<file path="src/rtl/ahb_lite_cmd_master.sv">
// AHB-Lite master: buffers single-word read/write commands in a FIFO, issues them as
// pipelined SINGLE transfers and returns one response per completed transfer.
`timescale 1ns/1ps
module ahb_lite_cmd_master #(
  parameter int unsigned DEPTH   = 4,
  parameter logic [3:0]  HPROT_V = 4'b0011
) (
  input  logic        HCLK,
  input  logic        HRESETn,
  input  logic        cmd_valid,
  output logic        cmd_ready,
  input  logic        cmd_write,
  input  logic [31:0] cmd_addr,
  input  logic [31:0] cmd_wdata,
  output logic        rsp_valid,
  output logic        rsp_write,
  output logic [31:0] rsp_rdata,
  output logic        rsp_err,
  output logic        busy,
  output logic [31:0] M_AHB_0_haddr,
  output logic [2:0]  M_AHB_0_hburst,
  output logic        M_AHB_0_hmastlock,
  output logic [3:0]  M_AHB_0_hprot,
  output logic [2:0]  M_AHB_0_hsize,
  output logic [1:0]  M_AHB_0_htrans,
  output logic        M_AHB_0_hwrite,
  output logic [31:0] M_AHB_0_hwdata,
  input  logic [31:0] M_AHB_0_hrdata,
  input  logic        M_AHB_0_hready,
  input  logic        M_AHB_0_hresp
);

  localparam int unsigned AW       = (DEPTH > 1) ? $clog2(DEPTH) : 1;
  localparam logic [AW:0] FULL_CNT = (AW+1)'(DEPTH);
  localparam logic [1:0]  HT_IDLE  = 2'b00;
  localparam logic [1:0]  HT_NSEQ  = 2'b10;

  typedef struct packed {
    logic        write;
    logic [31:0] addr;
    logic [31:0] wdata;
  } cmd_t;

  cmd_t          fifo_q [DEPTH];
  logic [AW-1:0] wr_ptr_q, rd_ptr_q;
  logic [AW:0]   count_q;
  cmd_t          head_s;
  logic          fifo_empty_s, fifo_full_s, push_s, pop_s;

  // A stage: haddr_q/hwrite_q double as the address-phase command fields.
  logic        a_valid_q, a_valid_d;
  logic        a_mask_q, a_mask_d;
  logic [31:0] a_wdata_q, a_wdata_d;
  logic        d_valid_q, d_valid_d;
  logic        d_write_q, d_write_d;
  logic [1:0]  htrans_q, htrans_d;
  logic [31:0] haddr_q, haddr_d;
  logic        hwrite_q, hwrite_d;
  logic [31:0] hwdata_q, hwdata_d;
  logic        rsp_valid_q, rsp_valid_d;
  logic        rsp_write_q, rsp_write_d;
  logic [31:0] rsp_rdata_q, rsp_rdata_d;
  logic        rsp_err_q, rsp_err_d;

  assign head_s       = fifo_q[rd_ptr_q];
  assign fifo_empty_s = (count_q == '0);
  assign fifo_full_s  = (count_q == FULL_CNT);
  assign push_s       = cmd_valid && !fifo_full_s;
  assign pop_s        = M_AHB_0_hready && !a_mask_q && !fifo_empty_s;

  // FIFO storage
  always_ff @(posedge HCLK) begin
    if (push_s) begin
      fifo_q[wr_ptr_q] <= '{write: cmd_write, addr: cmd_addr, wdata: cmd_wdata};
    end
  end

  // FIFO pointers and occupancy
  always_ff @(posedge HCLK or negedge HRESETn) begin
    if (!HRESETn) begin
      wr_ptr_q <= '0;
      rd_ptr_q <= '0;
      count_q  <= '0;
    end else begin
      if (push_s) wr_ptr_q <= wr_ptr_q + AW'(1);
      if (pop_s)  rd_ptr_q <= rd_ptr_q + AW'(1);
      case ({push_s, pop_s})
        2'b10:   count_q <= count_q + (AW+1)'(1);
        2'b01:   count_q <= count_q - (AW+1)'(1);
        default: count_q <= count_q;
      endcase
    end
  end

  // Next state of the address/data pipeline, bus outputs and response
  always_comb begin
    a_valid_d   = a_valid_q;
    a_mask_d    = a_mask_q;
    a_wdata_d   = a_wdata_q;
    d_valid_d   = d_valid_q;
    d_write_d   = d_write_q;
    htrans_d    = htrans_q;
    haddr_d     = haddr_q;
    hwrite_d    = hwrite_q;
    hwdata_d    = hwdata_q;
    rsp_valid_d = 1'b0;
    rsp_write_d = 1'b0;
    rsp_rdata_d = 32'h0000_0000;
    rsp_err_d   = 1'b0;
    if (M_AHB_0_hready) begin
      if (d_valid_q) begin
        rsp_valid_d = 1'b1;
        rsp_write_d = d_write_q;
        rsp_rdata_d = d_write_q ? 32'h0000_0000 : M_AHB_0_hrdata;
        rsp_err_d   = M_AHB_0_hresp;
      end else begin
        rsp_valid_d = 1'b0;
      end
      // A masked command was never seen by the slave: re-drive it instead of advancing.
      if (a_mask_q) begin
        a_mask_d  = 1'b0;
        d_valid_d = 1'b0;
        htrans_d  = HT_NSEQ;
      end else begin
        d_valid_d = a_valid_q;
        if (a_valid_q) begin
          d_write_d = hwrite_q;
          hwdata_d  = a_wdata_q;
        end else begin
          d_write_d = d_write_q;
        end
        if (!fifo_empty_s) begin
          a_valid_d = 1'b1;
          a_wdata_d = head_s.wdata;
          haddr_d   = head_s.addr;
          hwrite_d  = head_s.write;
          htrans_d  = HT_NSEQ;
        end else begin
          a_valid_d = 1'b0;
          htrans_d  = HT_IDLE;
        end
      end
    end else if (M_AHB_0_hresp && d_valid_q && a_valid_q) begin
      a_mask_d = 1'b1;
      htrans_d = HT_IDLE;
    end else begin
      a_mask_d = a_mask_q;
    end
  end

  // Pipeline, bus and response registers
  always_ff @(posedge HCLK or negedge HRESETn) begin
    if (!HRESETn) begin
      a_valid_q   <= 1'b0;
      a_mask_q    <= 1'b0;
      a_wdata_q   <= 32'h0000_0000;
      d_valid_q   <= 1'b0;
      d_write_q   <= 1'b0;
      htrans_q    <= HT_IDLE;
      haddr_q     <= 32'h0000_0000;
      hwrite_q    <= 1'b0;
      hwdata_q    <= 32'h0000_0000;
      rsp_valid_q <= 1'b0;
      rsp_write_q <= 1'b0;
      rsp_rdata_q <= 32'h0000_0000;
      rsp_err_q   <= 1'b0;
    end else begin
      a_valid_q   <= a_valid_d;
      a_mask_q    <= a_mask_d;
      a_wdata_q   <= a_wdata_d;
      d_valid_q   <= d_valid_d;
      d_write_q   <= d_write_d;
      htrans_q    <= htrans_d;
      haddr_q     <= haddr_d;
      hwrite_q    <= hwrite_d;
      hwdata_q    <= hwdata_d;
      rsp_valid_q <= rsp_valid_d;
      rsp_write_q <= rsp_write_d;
      rsp_rdata_q <= rsp_rdata_d;
      rsp_err_q   <= rsp_err_d;
    end
  end

  assign cmd_ready         = !fifo_full_s;
  assign busy              = !fifo_empty_s || a_valid_q || d_valid_q;
  assign rsp_valid         = rsp_valid_q;
  assign rsp_write         = rsp_write_q;
  assign rsp_rdata         = rsp_rdata_q;
  assign rsp_err           = rsp_err_q;
  assign M_AHB_0_haddr     = haddr_q;
  assign M_AHB_0_hburst    = 3'b000;
  assign M_AHB_0_hmastlock = 1'b0;
  assign M_AHB_0_hprot     = HPROT_V;
  assign M_AHB_0_hsize     = 3'b010;
  assign M_AHB_0_htrans    = htrans_q;
  assign M_AHB_0_hwrite    = hwrite_q;
  assign M_AHB_0_hwdata    = hwdata_q;

endmodule

</file>
<file path="config.mk">
export PLATFORM = sky130hd
export DESIGN_NAME = ahb_lite_cmd_master
export DESIGN_NICKNAME = d
export VERILOG_FILES = /design/src/rtl/ahb_lite_cmd_master.sv
export SDC_FILE = /design/constraint.sdc
export NUM_CORES = 1
export LEC_CHECK = 0
export BUFFER_PORTS_ARGS = -buffer_cell sky130_fd_sc_hd__buf_2
export CELL_PAD_IN_SITES_DETAIL_PLACEMENT = 1
export CELL_PAD_IN_SITES_GLOBAL_PLACEMENT = 1
export CORE_MARGIN = 1
export CORE_UTILIZATION = 53
export DETAILED_ROUTE_END_ITERATION = 10
export PLACE_DENSITY_LB_ADDON = 0.1
export SLEW_MARGIN = 10
export SYNTH_ARGS = -nofsm -noshare
export SYNTH_HDL_FRONTEND = slang
export SYNTH_SLANG_ARGS = --single-unit
</file>
<file path="constraint.sdc">
create_clock -name HCLK -period 7.5 [get_ports HCLK]
set_input_delay 0.375 -clock HCLK [delete_from_list [all_inputs] [get_ports HCLK]]
set_output_delay 0.375 -clock HCLK [all_outputs]
set_load 0.05 [all_outputs]
</file>
==> flow_summary.yaml, run 1 <==
critical_path:
  worstPathRequired_ns: 7.89
  worstSetupStartpointType: "register"
  slowest_delay_ns: 1.01
  critPathBufInv: 1
  arrival_ns: 3.03
  worstPathCellList: "buf_4 > mux4_2 > mux2_4"
  crit_slowest_cell: "dfrtp_4"
  critPathKind: "reg -> reg"
  critPathMaxFanout: 41
  endpoint_kind: "register"
  crit_family: "flip-flops"
global_route:
  antenna_found_initial: 2
  grt_max_degree: 75
  grt_first_pass_wirelength_um: 46100
  grt_pass1_vias: 7797
  overflow: 0
  grtUsageTotal_pct: 21.5
cts:
  cts_setup_buffers: 0
  cts.htree.levels: 2
  cts_tree: "built"
  clk_pin_slew_worst_paths_ns: 0.06
  clock_sinks: 404
  cts-buffers-inserted: 41
  cts_root_buffer: "clkbuf_16"
  clkLatencyLatePin_ns: 0.53
  clockBufferDepth: 3
logic_synthesis:
  ys_types: 31
  synth_ff_type: "edfxtp_1"
  syn_area_per_cell_um2: 21.6
  synth_edf_count: 260
  syn_area_mm2: 0.0149
  yosysTopAreaCell: "edfxtp_1"
  synth.area.top_cells: "edfxtp_1 (52%), dfrtp_1 (24%), mux4_2 (9.8%), mux2_2 (5.4%), mux2_4 (2.8%)"
  synth_cells: 689
  synth_async_sr_flop_share_pct: 35.6
  synth_top_area_share_pct: 52.4
  seq_area_frac_synth_pct: 76.5
  yosys_warnings: 0
  ys_seq_elements: 404
  yosys.cell_count.top_type: "edfxtp_1"
  ys_top_cells_by_count: "edfxtp_1 (260), dfrtp_1 (144), mux2_2 (71), mux4_2 (65), and2_1 (34)"
floorplanning:
  initial_core_util_pct: 53.8
  die-area_mm2: 0.0288
  dieWidth_um: 170
  die_h_um: 170
  core_area_mm2: 0.0277
  row_count: 61
  io_pins: 217
timing:
  slew_viol_final: 0
  finalSetupViolations: 0
  rsz0062_at_grt: "false"
  min_period_ns: 2.64
  post-route-period-util_pct: 35.2
  setup-tns-final_ns: 0
  tightestPinTransition_ns: 1.10
  fin_skew_ns: 0.0160
  fmax_mhz: 379
  hold_viol_final: 0
  slew_headroom_pct: 26.7
drt:
  vias: 7018
  drc: 0
  drtPass1Iterations: 4
  first_iter_violations: 352
  drtAntennaViolNets: 0
  routedWlPerCell_um: 22.5
  viasPerCell: 5.31
  finalWirelength_um: 29700
cells_and_area:
  multi_input_area_mm2: 0.00325
  fillers: 2357
  drive_above_1_share_pct: 46.6
  layout.nets: 1019
  finalCoreUtilization_pct: 63.4
  syn2layout_area_growth_pct: 17.8
  seq_area_mm2: 0.0114
power_and_ir_drop:
  power.density_mw_per_mm2: 446
  p_leak_nw: 6.89
  max-vdd-ir-drop_v: 0.000344
flow_run:
  maxCapViolations: 0
min_path:
  hold_class: "in -> reg"
placed_design:
  dp_hpwl_um: 17200
  numPortBuffers: 204
  gp_congestion: 0.703
run_status:
  status: "complete, no violations"
final cells by class:
class | count | share of cell area, %
clock inverters | 15 | 0.884
repair buffers | 209 | 6.08
diodes | 1 | 0.0143
multi-input cells | 247 | 18.5
well taps | 378 | 2.69
flip-flops and latches | 404 | 65.0
clock buffers | 60 | 6.65
inverters | 8 | 0.171
worst register-to-register path, cell delays in order, from the launching register on:
cell and delay [ns]:
dfrtp_4 1.01, buf_4 0.64, mux4_2 0.59, mux2_4 0.27
layer usage:
layer / global-route usage (%) / routed length (um)
met5: 0 / 17
met4: 5.21 / 504
met3: 4.66 / 1700
met2: 37.9 / 15500
met1: 27.2 / 12000
report_power, final:
part           internal, mW  leakage [nW]  switching [mW]
sequential             3.03          4.14           0.402
clock                  1.18         0.647           0.815
combinational         0.965          2.10            1.43
total                  5.18          6.89            2.65
registers in the layout (all words and copies together), names as in the netlist:
signal,cells
M_AHB_0_haddr,32
M_AHB_0_htrans,1
M_AHB_0_hwdata,32
M_AHB_0_hwrite,1
a_mask_q,1
a_valid_q,1
a_wdata_q,32
count_q,3
d_valid_q,1
d_write_q,1
fifo_q,260
rd_ptr_q,2
rsp_err,1
rsp_rdata,32
rsp_valid,1
rsp_write,1
wr_ptr_q,2
stage by stage:
stage / std cells / cell area [um^2] / setup slack, ns / hold WS, ns / power, mW
after floorplan: 699 / 14900 / 4.50 / 0.0794 / 5.28
after global placement: 1245 / 16200 / 4.80 / 0.455 / 5.79
after global routing: 1321 / 17600 / 4.64 / 0.0487 / 8.17
final: 1322 / 17600 / 4.86 / 0.0642 / 7.83
after detailed placement: 1245 / 16200 / 4.77 / 0.467 / 5.92
after CTS: 1321 / 17600 / 4.75 / 0.0424 / 7.93
final timing paths:
| path | from | to | slack, ns | cells after the start |
|---|---|---|---|---|
| setup reg to reg | rd_ptr_q[0] | M_AHB_0_haddr[7] | 4.86 | 3 |
| max in group asynchronous | HRESETn | rd_ptr_q[1] | 5.45 | 3 |
| setup / recovery | rd_ptr_q[0] | M_AHB_0_haddr[7] | 4.86 | 3 |
| hold reg to reg | M_AHB_0_hwdata[26] | M_AHB_0_hwdata[26] | 0.50 | 1 |
| hold / removal | cmd_addr[13] | fifo_q[3][45] | 0.06 | 1 |
| min in group asynchronous | HRESETn | M_AHB_0_hwdata[19] | 0.46 | 2 |
timing repair:
item | CTS | global route
resized for setup | 0 | 0
hold buffers | 1 | 0
setup endpoints to repair | 0 | 0
endpoints found under the hold margin | 70 | 0
placed cells by master (no fill, tap or decap), types with 2 or more instances in the layout:
cell type  count
and3_4         4
nor2b_1        2
clkbuf_16     41
xor2_1         3
ha_1           5
clkbuf_1      12
mux4_2        65
inv_6          2
mux2_4        28
dfrtp_4        2
dfrtp_1      142
buf_2        203
and3_1         2
clkbuf_8       7
and2_1        34
clkinv_2       5
inv_1          8
mux2_2        71
nand3_1        2
a21oi_1        3
conb_1        12
o21ai_0        2
or3_1          2
xnor2_1        3
buf_4          4
clkinv_1       4
edfxtp_1     260
bufinv_16      3
cell families after synthesis:
kind of cell    count (synthesis)  share of synthesized area, %
compound gates                  6                         0.218
other cells                     2                        0.0504
flops                         404                          76.5
buf+inv                        48                          2.13
fa+ha+maj                       6                         0.554
simple gates                   53                          2.16
xor+xnor                        6                         0.353
mux                           164                          18.0
Note: power is estimated with default switching activity, not from simulation.
==> run 2: changes to the inputs <==
- CORE_UTILIZATION: 53 -> 44
- clock period: 7.5 -> 2.31 ns (I/O delays scaled with it)
==> flow_summary.yaml, run 2 (synthesis results as in run 1) <==
global_route:
  grt_pass1_vias: 8578
  grtUsageTotal_pct: 19.0
  antenna_found_initial: 1
  grt_first_pass_wirelength_um: 48900
  grt_max_degree: 67
  overflow: 0
drt:
  routedWlPerCell_um: 20.9
  drtPass1Iterations: 4
  finalWirelength_um: 31700
  drc: 0
  first_iter_violations: 287
  viasPerCell: 4.93
  vias: 7476
  drtAntennaViolNets: 0
timing:
  slew_viol_final: 0
  fin_ws_ns: 0.0821
  fmax_mhz: 449
  min_period_ns: 2.23
  tightestPinTransition_ns: 0.575
  hold_viol_final: 0
  finalSetupViolations: 0
  setup-tns-final_ns: 0
  post-route-period-util_pct: 96.4
  fin_skew_ns: 0.0107
  slew_headroom_pct: 61.6
power_and_ir_drop:
  p_total_mw: 26.1
  power.density_mw_per_mm2: 1370
  max-vdd-ir-drop_v: 0.000916
  p_leak_nw: 7.49
cts:
  clk_pin_slew_worst_paths_ns: 0.06
  clock_sinks: 404
  cts_root_buffer: "clkbuf_16"
  clockBufferDepth: 3
  cts.htree.levels: 2
  cts_tree: "built"
  clkLatencyLatePin_ns: 0.53
  cts-buffers-inserted: 43
critical_path:
  slowest_delay_ns: 0.43
  worstPathCellList: "or3b_4 > and2_4 > inv_1 > ha_2 > inv_1 > fa_1 > xor2_1 > nor2_1 > xor2_1"
  arrival_ns: 2.68
  critPathMaxFanout: 6
  critPathBufInv: 2
  endpoint_kind: "register"
  crit_slowest_cell: "or3b_4"
  worstPathRequired_ns: 2.76
  worstSetupStartpointType: "register"
  critPathKind: "reg -> reg"
  crit_family: "simple AND/OR/NAND/NOR gates"
cells_and_area:
  regMostFlops: "fifo_q"
  final_cell_mix: "edfxtp_1 (260), buf_2 (203), dfrtp_1 (141)"
  final_common_cell: "edfxtp_1"
  layout.nets: 1142
  drive_above_1_share_pct: 43.4
  largest_reg_flops: 260
  syn2layout_area_growth_pct: 27.8
  fin_cells: 1516
  finalCoreUtilization_pct: 56.9
run_status:
  status: "complete, no violations"
floorplanning:
  io_pins: 217
  core_area_mm2: 0.0334
  initial_core_util_pct: 44.6
  dieWidth_um: 186
  row_count: 67
  die_h_um: 186
  die-area_mm2: 0.0346
placed_design:
  dpl_worst_slack_ns: 0.0115
  place_inst: 1331
  numPortBuffers: 204
  gp_congestion: 0.718
  dp_hpwl_um: 18500
min_path:
  hold_class: "in -> reg"
flow_run:
  maxCapViolations: 0
==> run 2: cell count changes in the layout (fill, tap and decap cells not counted), moves of 2 or more <==
| cell | delta |
|---|---|
| dlygate4sd3_1 | +100 |
| clkbuf_16 | +3 |
| clkbuf_1 | +5 |
| buf_12 | +14 |
| buf_4 | +7 |
| clkbuf_8 | -2 |
==> run 2: per-layer routing <==
layer	part of all wire [%]	GRT usage (%)	routed length, um
met4	1.4	4.56	455
met3	5.4	4.03	1720
met2	51	33.0	16100
met1	42	24.2	13400
met5	0	0	0
==> run 2: worst paths after layout <==
kind                                      to  slack (ns)              start  depth (start not counted)
min reg2reg                M_AHB_0_hwdata[7]        0.50  M_AHB_0_hwdata[7]                          1
max in group asynchronous      a_wdata_q[19]        1.41            HRESETn                          3
min in group asynchronous      rsp_rdata[24]        0.13            HRESETn                          2
max                               count_q[2]        0.08         count_q[2]                          9
min                              wr_ptr_q[0]        0.02          cmd_valid                          3
max reg2reg                       count_q[2]        0.08         count_q[2]                          9
==> run 2: power breakdown <==
| part | total, mW | switching, mW | leakage (nW) | internal [mW] |
|---|---|---|---|---|
| Combinational | 8.86 | 5.27 | 2.68 | 3.59 |
| Clock | 6.64 | 2.63 | 0.672 | 4.01 |
| Sequential | 10.6 | 0.823 | 4.14 | 9.82 |
| Total | 26.1 | 8.72 | 7.49 | 17.4 |
==> run 2: repair_timing <==
action	4_1_cts	5_1_grt
pin swaps	0	2
gates resized for setup	0	3
setup buffers	1	4
setup endpoints to repair	1	1
endpoints found under the hold margin	352	0
hold buffers	101	0
==> run 2: layout make-up <==
class	instances	area (um^2)
Antenna cell	1	2.50
Clock buffer	66	1230
Clock inverter	12	146
Fill cell	2983	14400
Inverter	8	30.0
Multi-Input combinational cell	247	3250
Sequential cell	404	11400
Tap cell	448	561
Timing Repair Buffer	330	2400
==> run 2: through the flow <==
stage,hold WS [ns],cell area (um^2)
3_5_place_dp,0.114,16600
6_report,0.0233,19000
2_1_floorplan,-0.180,15000
4_1_cts,0.0516,19000
3_3_place_gp,0.100,16600
5_1_grt,0.0374,19000
==> run 2: tightest hold or removal path, delay by kind of cell <==
family,cells,cell delay [ns]
AND/OR/NAND/NOR,1,0.17
XOR/XNOR,1,0.07
buffers and inverters,1,0.14
